[src/rtl/shift_sequencer.sv]
// Multi-cycle controller that drives a single-step SLL8 / SRA1 shifter to perform
// variable-length shifts, feeding the shifter output back into its input once per clock.
module shift_sequencer #(
  parameter int unsigned WIDTH        = 32,
  parameter int unsigned AMOUNT_WIDTH = 5
) (
  input  logic                    clock,
  input  logic                    reset,
  input  logic                    start,
  input  logic                    shiftLeft,
  input  logic [AMOUNT_WIDTH-1:0] amount,
  input  logic [WIDTH-1:0]        dataIn,
  output logic [1:0]              shiftControl,
  output logic [WIDTH-1:0]        shiftData,
  input  logic [WIDTH-1:0]        shiftResult,
  output logic                    busy,
  output logic                    done,
  output logic [WIDTH-1:0]        result
);

  localparam logic [1:0] CtrlPass = 2'b00;
  localparam logic [1:0] CtrlSll8 = 2'b10;
  localparam logic [1:0] CtrlSra1 = 2'b01;

  typedef enum logic [1:0] {
    StIdle,
    StShift,
    StDone
  } state_e;

  state_e                  state_q;
  logic                    dir_q;
  logic [AMOUNT_WIDTH-1:0] cnt_q;
  logic [WIDTH-1:0]        acc_q;
  logic [AMOUNT_WIDTH-1:0] steps;

  // Left moves a byte per step, so the low three amount bits are dropped.
  always_comb begin
    steps = amount;
    if (shiftLeft) begin
      steps = amount >> 3;
    end
  end

  assign shiftData = acc_q;

  always_ff @(posedge clock) begin
    if (reset) begin
      state_q      <= StIdle;
      dir_q        <= 1'b0;
      cnt_q        <= '0;
      acc_q        <= '0;
      result       <= '0;
      shiftControl <= CtrlPass;
      busy         <= 1'b0;
      done         <= 1'b0;
    end else begin
      case (state_q)
        StIdle: begin
          done <= 1'b0;
          busy <= 1'b0;
          if (start) begin
            acc_q <= dataIn;
            dir_q <= shiftLeft;
            cnt_q <= steps;
            busy  <= 1'b1;
            if (steps != '0) begin
              state_q      <= StShift;
              shiftControl <= shiftLeft ? CtrlSll8 : CtrlSra1;
            end else begin
              state_q <= StDone;
              done    <= 1'b1;
              result  <= dataIn;
            end
          end
        end
        StShift: begin
          acc_q <= shiftResult;
          cnt_q <= cnt_q - AMOUNT_WIDTH'(1);
          if (cnt_q == AMOUNT_WIDTH'(1)) begin
            // Last step: publish the shifter output directly so result is valid in DONE.
            state_q      <= StDone;
            shiftControl <= CtrlPass;
            done         <= 1'b1;
            result       <= shiftResult;
          end else begin
            shiftControl <= dir_q ? CtrlSll8 : CtrlSra1;
          end
        end
        StDone: begin
          state_q <= StIdle;
          done    <= 1'b0;
          busy    <= 1'b0;
        end
        default: begin
          state_q      <= StIdle;
          shiftControl <= CtrlPass;
          busy         <= 1'b0;
          done         <= 1'b0;
        end
      endcase
    end
  end

endmodule

[config.mk]
export PLATFORM = sky130hd
export DESIGN_NAME = shift_sequencer
export DESIGN_NICKNAME = d
export VERILOG_FILES = /design/src/rtl/shift_sequencer.sv
export SDC_FILE = /design/constraint.sdc
export NUM_CORES = 1
export LEC_CHECK = 0
export CAP_MARGIN = 20
export CORE_MARGIN = 1
export CORE_UTILIZATION = 46
export CTS_CLUSTER_DIAMETER = 150
export CTS_CLUSTER_SIZE = 25
export DETAILED_ROUTE_END_ITERATION = 10
export HOLD_SLACK_MARGIN = 0.06
export PLACE_DENSITY = 0.88
export SYNTH_ARGS = -nofsm -noshare
export SYNTH_HDL_FRONTEND = slang
export SYNTH_SLANG_ARGS = --single-unit
export TNS_END_PERCENT = 5
[constraint.sdc]
create_clock -name clock -period 3.65 [get_ports clock]
set_input_delay 0.365 -clock clock [delete_from_list [all_inputs] [get_ports clock]]
set_output_delay 0.365 -clock clock [all_outputs]
set_load 0.01 [all_outputs]
==> results.md, run 1 <==
* Final setup viols at 0
* Post-route ant nets at 0
* Post-synthesis cell type count at 44
* Initial antenna violation count at 0
* Root buffer selected by CTS: clkbuf_8
* First-pass GRT wire length at 13,600 um
* Die ar. at 7720 um2
* CTS Buf Count at 9
* Sw power at 0.751 mW
* M1 WL at 3710 um
* Setup TNS at 0 ns
* CP delay by family, top: simple AND/OR/NAND/NOR gates
* Sw Share at 30.8%
* Critical path fanouts, max at 33
* Via count at 3,014
* WL final at 8820 um
* IO Port Bufs at 140
* Resized Gates After CTS at 0
* Seq/Total Area, Yosys at 44.9%
* Final Cycle Share at 65.8%
* Synthesized instance count at 340
* CTS tree: built
* Worst skew pair latency at 0.33 ns
* Initial DRC count at 126
* Post-synthesis async set-or-reset flop share at 0%
* Tot GR Track Use at 22.6%
* Commonest register cell after synthesis: dfxtp_1
* Layout Cells excl Fill at 561
* P&R area growth vs syn at 46.8%
* Post-Syn Area at 3390 um2
* IO Count at 141
* Grt ovf at 0
* DR WL/cell at 15.7 um
* Met2 WL at 4430 um
* Die Wd at 87.9 um
* Clk pwr share at 26.9%
* Worst EP required at 3.82 ns
* Vias in the first global route at 2,906
* Crit path largest cell delay at 0.66 ns
* Core area at 6940 um2
* Slowest-stage cell, CP: clkdlybuf4s50_1
* Post-route DRC at 0
* Worst slew pin tran at 0.937 ns
* # Post-CTS Setup Buffers at 0
* Clock slew at reported path FFs at 0.07 ns
* Final nets at 535
* Clk sink count at 76
* Post-synth EDFFs at 0
* Total number of yosys warnings at 0
* Final Skew at 0.0107 ns
* Logic pwr share at 31.9%
* Row cnt at 30
* Largest net degree at the start of global routing at 78
* Bufs and invs on worst path at 1
* Vias/cell at 5.37
* Cell-internal power at 1.69 mW
* Hold Crit Class: reg -> reg
* PwrDens at 490 nW/um2
* H-tree depth at 3
* Placer Congestion at 0.817
* Sequential power share at 41.3%
* Peak VDD IR at 0.262 mV
* Commonest non-fill, non-tap cell in the layout: clkdlybuf4s50_1
* Max-slew headroom at 37.6%
* Clock Tree Buf Depth at 2
* Synthesized flop and latch total at 76
* CP arrival at 2.57 ns
* Final Hold Fails at 0
* Syn Nets at 415
* Share of layout cells above drive strength 1 at 12.3%
* CP Launch Type: primary input
* Final Slew Violations at 0
* Max-Cap Viols at 0
* Post-CTS Hold Fix Bufs at 0
* DIE HEIGHT at 87.9 um
* Met3 Routed Length at 556 um
* Commonest cells after routing, fill and taps aside: clkdlybuf4s50_1, dfxtp_1, nor2_1, a211oi_1, a21oi_1
* Mean post-synth cell area at 9.97 um2
* Max Clock Freq at 0.417 GHz
* RSZ-0062 raised after global routing: no
* CP cell instances: clkdlybuf4s50_1, or3_1, o32a_2, and2_4, a211oi_2
* WS Path Type: in -> reg
* DP HPWL at 6300 um
* Outcome: completed
* Min cycle time layout at 2.40 ns
* Critical path capture point type: flop
* Initial Util at 48.8%
* Top sig layer: met4
* DP Cell Count at 544
* Leakage power at 1.90 nW
* DR pass1 iterations at 4
* Number of diodes at 0
-- sequential cells by signal, indices dropped and copies added, names as in the netlist --
signal	cells
state_q	2
cnt_q	5
shiftControl	2
shiftData	32
dir_q	1
done	1
result	32
busy	1
-- worst paths after layout --
path | depth (start not counted) | slack, ns | from | end
worst max-delay path | 5 | 1.25 | shiftLeft | result[12]
worst min-delay path | 2 | 0.48 | busy | busy
worst min register to register | 2 | 0.48 | busy | busy
worst max register to register | 4 | 1.45 | state_q[1] | result[12]
-- final cells by class --
type | count | area [um2]
clock buffer | 11 | 151
multi-input combinational | 226 | 1670
fill | 511 | 1970
sequential | 76 | 1520
timing repair buffer | 144 | 1440
inverter | 3 | 11.3
tap | 96 | 120
clock inverter | 5 | 58.8
-- synth_stat cells, drive strengths merged (3+ instances only) --
master | instances | share of area (%)
nor3 | 3 | 0.44
o21ai | 4 | 0.59
nand2 | 8 | 0.89
mux2i | 33 | 9.7
dfxtp | 76 | 45
a21oi | 36 | 5.4
nor2 | 42 | 4.6
a211oi | 67 | 19
clkbuf | 21 | 2.3
buf | 14 | 3.5
inv | 3 | 0.33
nand3b | 3 | 0.66
-- stage by stage --
| step | utilization (%) | setup slack (ns) | hold WS (ns) | total power [mW] | cell area [um2] |
|---|---|---|---|---|---|
| after floorplan | - | 1.81 | 0.450 | 1.46 | 3390 |
| after global placement | 68.3 | 0.988 | 0.459 | 1.77 | 4750 |
| after detailed placement | 68.3 | 0.906 | 0.473 | 1.80 | 4750 |
| after CTS | 71.4 | 1.26 | 0.483 | 2.45 | 4960 |
| after global routing | 71.7 | 1.15 | 0.503 | 2.56 | 4980 |
| final | 71.7 | 1.25 | 0.482 | 2.44 | 4980 |
-- layer usage --
metal	vias to the layer above	GRT usage [%]
li1	1498	-
met1	1415	27.5
met2	95	39.6
met3	6	4.15
met4	0	8.64
met5	-	0
-- worst reg2reg max path, cell delays in order, from the launching register on --
cell	delay (ns)
dfxtp_1	0.50
or3_1	0.20
o32a_2	0.56
and2_4	0.62
a211oi_2	0.17
-- logic make-up after synthesis --
logic type / share of synthesized area, %
buffers and inverters: 6.13
XOR/XNOR: 0.517
adder cells (fa/ha/maj): 0.738
AO/OA/AOI/OAI: 28.5
flip-flops: 44.9
multiplexers: 10.1
AND/OR/NAND/NOR: 9.23
-- power by group through the flow --
| stage | registers [mW] | clock network (mW) | logic [mW] |
|---|---|---|---|
| 2_1_floorplan | 1.06 | 0 | 0.405 |
| 3_3_place_gp | 1.02 | 0 | 0.755 |
| 3_5_place_dp | 1.02 | 0 | 0.778 |
| 4_1_cts | 1.01 | 0.664 | 0.781 |
| 5_1_grt | 1.02 | 0.702 | 0.837 |
| 6_report | 1.01 | 0.655 | 0.778 |
Power figures use the tool's default switching activity.
==> inputs of run 2 (changes only) <==
CORE_UTILIZATION = 39   (was 46)
PLACE_DENSITY = 0.8   (was 0.88)
clock period = 2.2 ns   (was 3.65 ns; I/O delays follow)
==> results.md, run 2 (synthesized netlist as in run 1, its figures left out) <==
* Clock Tree Buf Depth at 2
* Share of layout cells above drive strength 1 at 13.7%
* Final Hold Fails at 0
* Slowest-stage cell, CP: or4b_1
* PwrDens at 820 nW/um2
* CP Launch Type: flop
* Initial Util at 40.9%
* Clk sink count at 76
* Setup TNS at 0 ns
* Final setup viols at 0
* Fin util at 60.9%
* Outcome: completed
* First-pass GRT wire length at 14,300 um
* R2R depth at 7
* Crit path largest cell delay at 0.53 ns
* Commonest non-fill, non-tap cell in the layout: clkdlybuf4s50_1
* RSZ-0062 raised after global routing: no
* Die ar. at 9070 um2
* H-tree depth at 3
* Placer Congestion at 0.866
* Final Skew at 0.00842 ns
* Post-route ant nets at 0
* Peak VDD IR at 0.357 mV
* P&R area growth vs syn at 49.0%
* Placed Area at 4820 um2
* Fin worst setup slack at 0.134 ns
* Number of diodes at 0
* Row cnt at 33
* Tot GR Track Use at 20.0%
* Vias/cell at 5.30
* Vias in the first global route at 3,109
* Worst skew pair latency at 0.34 ns
* Initial DRC count at 74
* FF-to-FF End: result[25]
* DP Cell Count at 562
* Critical R2R Launch: cnt_q[1]
* Met3 Routed Length at 556 um
* DP HPWL at 6660 um
* Grt ovf at 0
* Min cycle time layout at 2.07 ns
* Hold Crit Class: in -> reg
* Final Cycle Share at 93.9%
* IO Port Bufs at 140
* Critical path capture point type: flop
* Design area at 5050 um2
* Worst slew pin tran at 0.814 ns
* CP cell instances: inv_1, ha_1, or4b_1, a21oi_4, buf_6, a21oi_1, a211oi_1
* Reg-to-reg slack, setup at 0.13 ns
* End of the critical path: result[25]
* Crit path from: cnt_q[1]
* Via count at 3,070
* Initial antenna violation count at 0
* Layout Cells excl Fill at 579
* Root buffer selected by CTS: clkbuf_8
* CP arrival at 2.30 ns
* DR WL/cell at 16.0 um
* DR pass1 iterations at 4
* Dpl ws at 0.0921 ns
* Leakage power at 1.94 nW
* Max-slew headroom at 45.7%
* Worst EP required at 2.44 ns
* M1 WL at 3950 um
* Post-route DRC at 0
* CTS Buf Count at 9
* Commonest cells after routing, fill and taps aside: clkdlybuf4s50_1, dfxtp_1, nor2_1, a211oi_1, a21oi_1
* Core area at 8300 um2
* Clock slew at reported path FFs at 0.08 ns
* Final Slew Violations at 0
* Max Clock Freq at 0.484 GHz
* Top sig layer: met4
* CTS tree: built
* Final nets at 544
* Critical path fanouts, max at 32
* DIE HEIGHT at 95.2 um
* Power Total at 4.15 mW
* WS Path Type: reg -> reg
* Max-Cap Viols at 0
* IO Count at 141
* Die Wd at 95.2 um
* Met2 WL at 4650 um
* WL final at 9270 um
* Largest net degree at the start of global routing at 68
* Hold_ws at 0.466 ns
## run 2: per-layer routing
metal	global-route usage, %	up-vias
li1	-	1515
met1	24.5	1439
met2	35.2	105
met3	3.51	11
met4	6.94	0
met5	0	-
## run 2: power by group
part / switching, mW / internal, mW
combinational: 0.646 / 0.676
clock: 0.490 / 0.665
sequential: 0.112 / 1.56
total: 1.25 / 2.90
## run 2: worst max-delay path, delay by kind of cell, from the launching register on
kind,cells,cell delay (ns)
flip-flops,1,0.32
adder cells (fa/ha/maj),1,0.17
AND/OR/NAND/NOR,1,0.53
buffers and inverters,2,0.38
AO/OA/AOI/OAI,3,0.57
## run 2: how the worst min path moves through the flow
stage / start / endpoint / slack [ns] / cells after the start
floorplan: amount[2] / cnt_q[2] / 0.40 / 2
global placement: busy / busy / 0.45 / 2
detailed placement: busy / busy / 0.46 / 2
CTS: reset / state_q[0] / 0.44 / 2
global route: reset / state_q[0] / 0.48 / 2
finish: reset / state_q[0] / 0.47 / 2
## run 2: area by class of cell
cell class                      instances  area, um2
Clock buffer                           11        141
Clock inverter                          5       75.1
Fill cell                             674       3250
Inverter                                3       11.3
Multi-Input combinational cell        227       1680
Sequential cell                        76       1520
Tap cell                              105        131
Timing Repair Buffer                  152       1490
## run 2: timing repair
| item | 4_1_cts | 5_1_grt |
|---|---|---|
| hold buffers | 0 | 0 |
| endpoints found under the hold margin | 0 | 0 |
| setup endpoints to repair | 0 | 31 |
| gates resized for setup | 0 | 2 |
| setup buffers | 0 | 0 |
==> RTL change (config.mk and constraints of run 2) <==
Change the parameter `AMOUNT_WIDTH` from 5 to 4.
--- a/src/rtl/shift_sequencer.sv
+++ b/src/rtl/shift_sequencer.sv
@@ -4,3 +4,3 @@
   parameter int unsigned WIDTH        = 32,
-  parameter int unsigned AMOUNT_WIDTH = 5
+  parameter int unsigned AMOUNT_WIDTH = 4
 ) (
Ports: changed (resized amount); port bits go from 141 to 140. No check against the original RTL was run, so the function may have changed too.
==> RTL change against run 2 <==
Worst setup slack gained 0.15 ns. Sequential cell count fell by 1. Critical path depth decreased by 1. Cell area down 0.89%. Total power increased by 7.4%. Area after synthesis shrank 1.9%. Wire length down 6.2%. Cell count shrank 2.9%. Critical endpoint is now result[23].
==> RTL change: results (changes against run 2) <==
FF-to-FF path depth = 6 (-1)
register area share after synthesis = 45.13% (+0.26 points)
CP peak stage delay = 0.42 ns (-0.11 ns)
H-tree levels = 3 (unchanged)
initial antenna violation count = 0 (unchanged)
Post-Synthesis Net Count = 398 (-4.1%)
Critical Path Sink = result[23]
Ys Warns = 0 (unchanged)
postcts setup bufs = 0 (unchanged)
critical path peak fanout = 33 (+3.1%)
Leak = 1.765 nW (-9.2%)
Setup CP Type = flop to flop
crit path DAT = 2.18 ns (-0.12 ns)
number of standard cells after synthesis = 324 (-4.7%)
worst r2r src = cnt_q[0]
DR vias/cell = 5.295 (-0.13%)
Cell variety after synth = 36 (-18%)
Peak VDD IR = 0.5150 mV (+44%)
Bufs on Longest Clock Path = 2 (unchanged)
Crit-path slowest cell = dfxtp_1
Tot GR Track Use = 20.33% (+0.29 points)
placed instance count = 546 (-2.8%)
share of post-route cells with drive strength above 1 = 14.22% (+0.51 points)
Pins Over Slew Limit = 0 (unchanged)
CTS buffer count = 9 (unchanged)
DRT Pass-1 Iters = 4 (unchanged)
Max Freq = 521.0 MHz (+7.7%)
min-delay worst type = input port to flop
final wirelength = 8693 um (-6.2%)
status = finished clean
main area contributors after synthesis = dfxtp_1 45%, a211oi_2 11%, mux2i_1 11%, a211oi_1 8.1%, a21oi_1 5.3%
Post-DP Area = 4735 um^2 (-1.9%)
first-pass GRT wire length = 14240 um (-0.58%)
HP Start = reset
max_slew headroom = 73.47% (+28 points)
Antenna diodes = 0 (unchanged)
Post-synth top cells = 75 x dfxtp_1, 37 x nor2_1, 36 x a211oi_1, 35 x a21oi_1, 35 x mux2i_1
PortBufs = 139 (-0.71%)
vias after detailed routing = 2976 (-3.1%)
initial detailed-routing violation count = 142 (+92%)
GPL Wtd Cong = 0.7102 (-18%)
share of flip-flops with an asynchronous set or reset = 0% (unchanged)
vias in the first global route = 2910 (-6.4%)
largest net degree at the start of global routing = 76 (+12%)
antenna-violating nets left = 0 (unchanged)
reg2reg setup slack = 0.28 ns (+0.15 ns)
Clock Tree Root = clkbuf_8
clk_lat worst skew = 0.34 ns (about the same)
dominant synthesized flop cell = dfxtp_1
GRT Residual Overflow = 0 (unchanged)
hpwl dp = 6147 um (-7.6%)
Setup Skew = 0.01276 ns (+0.004339 ns)
Place WS = 0.2405 ns (+0.1484 ns)
final net count = 526 (-3.3%)
==> RTL change: where the power goes <==
part           total, W  internal [W]  switching [W]
sequential      0.00167       0.00155       0.000119
clock           0.00141      0.000901       0.000509
combinational   0.00137      0.000708       0.000664
==> RTL change: worst min-delay path by stage <==
| stage | end | slack (ns) | cells after the start |
|---|---|---|---|
| final | dir_q | 0.42 | 3 |
| after global routing | dir_q | 0.43 | 3 |
| after CTS | state_q[0] | 0.39 | 3 |
| after detailed placement | done | 0.47 | 2 |
| after global placement | done | 0.46 | 2 |
| after floorplan | state_q[0] | 0.40 | 2 |
==> RTL change: cell type report <==
| type | instances | area (um^2) |
|---|---|---|
| clock buffer | 10 | 137.6 |
| fill | 669 | 3208 |
| tap | 105 | 131.4 |
| sequential | 75 | 1501 |
| timing repair buffer | 148 | 1479 |
| clock inverter | 6 | 136.4 |
| inverter | 4 | 15.01 |
| multi-input combinational | 214 | 1608 |
==> RTL change: kinds of logic after synthesis <==
group	count (synthesis)	share of synthesized area, %
compound gates	112	27.45
fa+ha+maj	2	0.7520
buf+inv	35	6.619
xor+xnor	1	0.2633
simple gates	64	9.252
mux	35	10.53
flops	75	45.13
==> RTL change: worst reg2reg max path, cell delays in order, from the launching register on <==
cell and delay (ns):
dfxtp_1 0.42, ha_1 0.17, or3b_4 0.39, a21oi_4 0.15, buf_4 0.34, a21oi_1 0.16, a211oi_2 0.21
==> RTL change: layer usage <==
| layer | part of all wire, % | global-route usage, % | routed length, um |
|---|---|---|---|
| met1 | 44 | 26.67 | 3812 |
| met2 | 48 | 32.49 | 4197 |
| met3 | 6.5 | 4.831 | 565 |
| met4 | 1.3 | 7.308 | 116 |
| met5 | 0 | 0 | 0 |
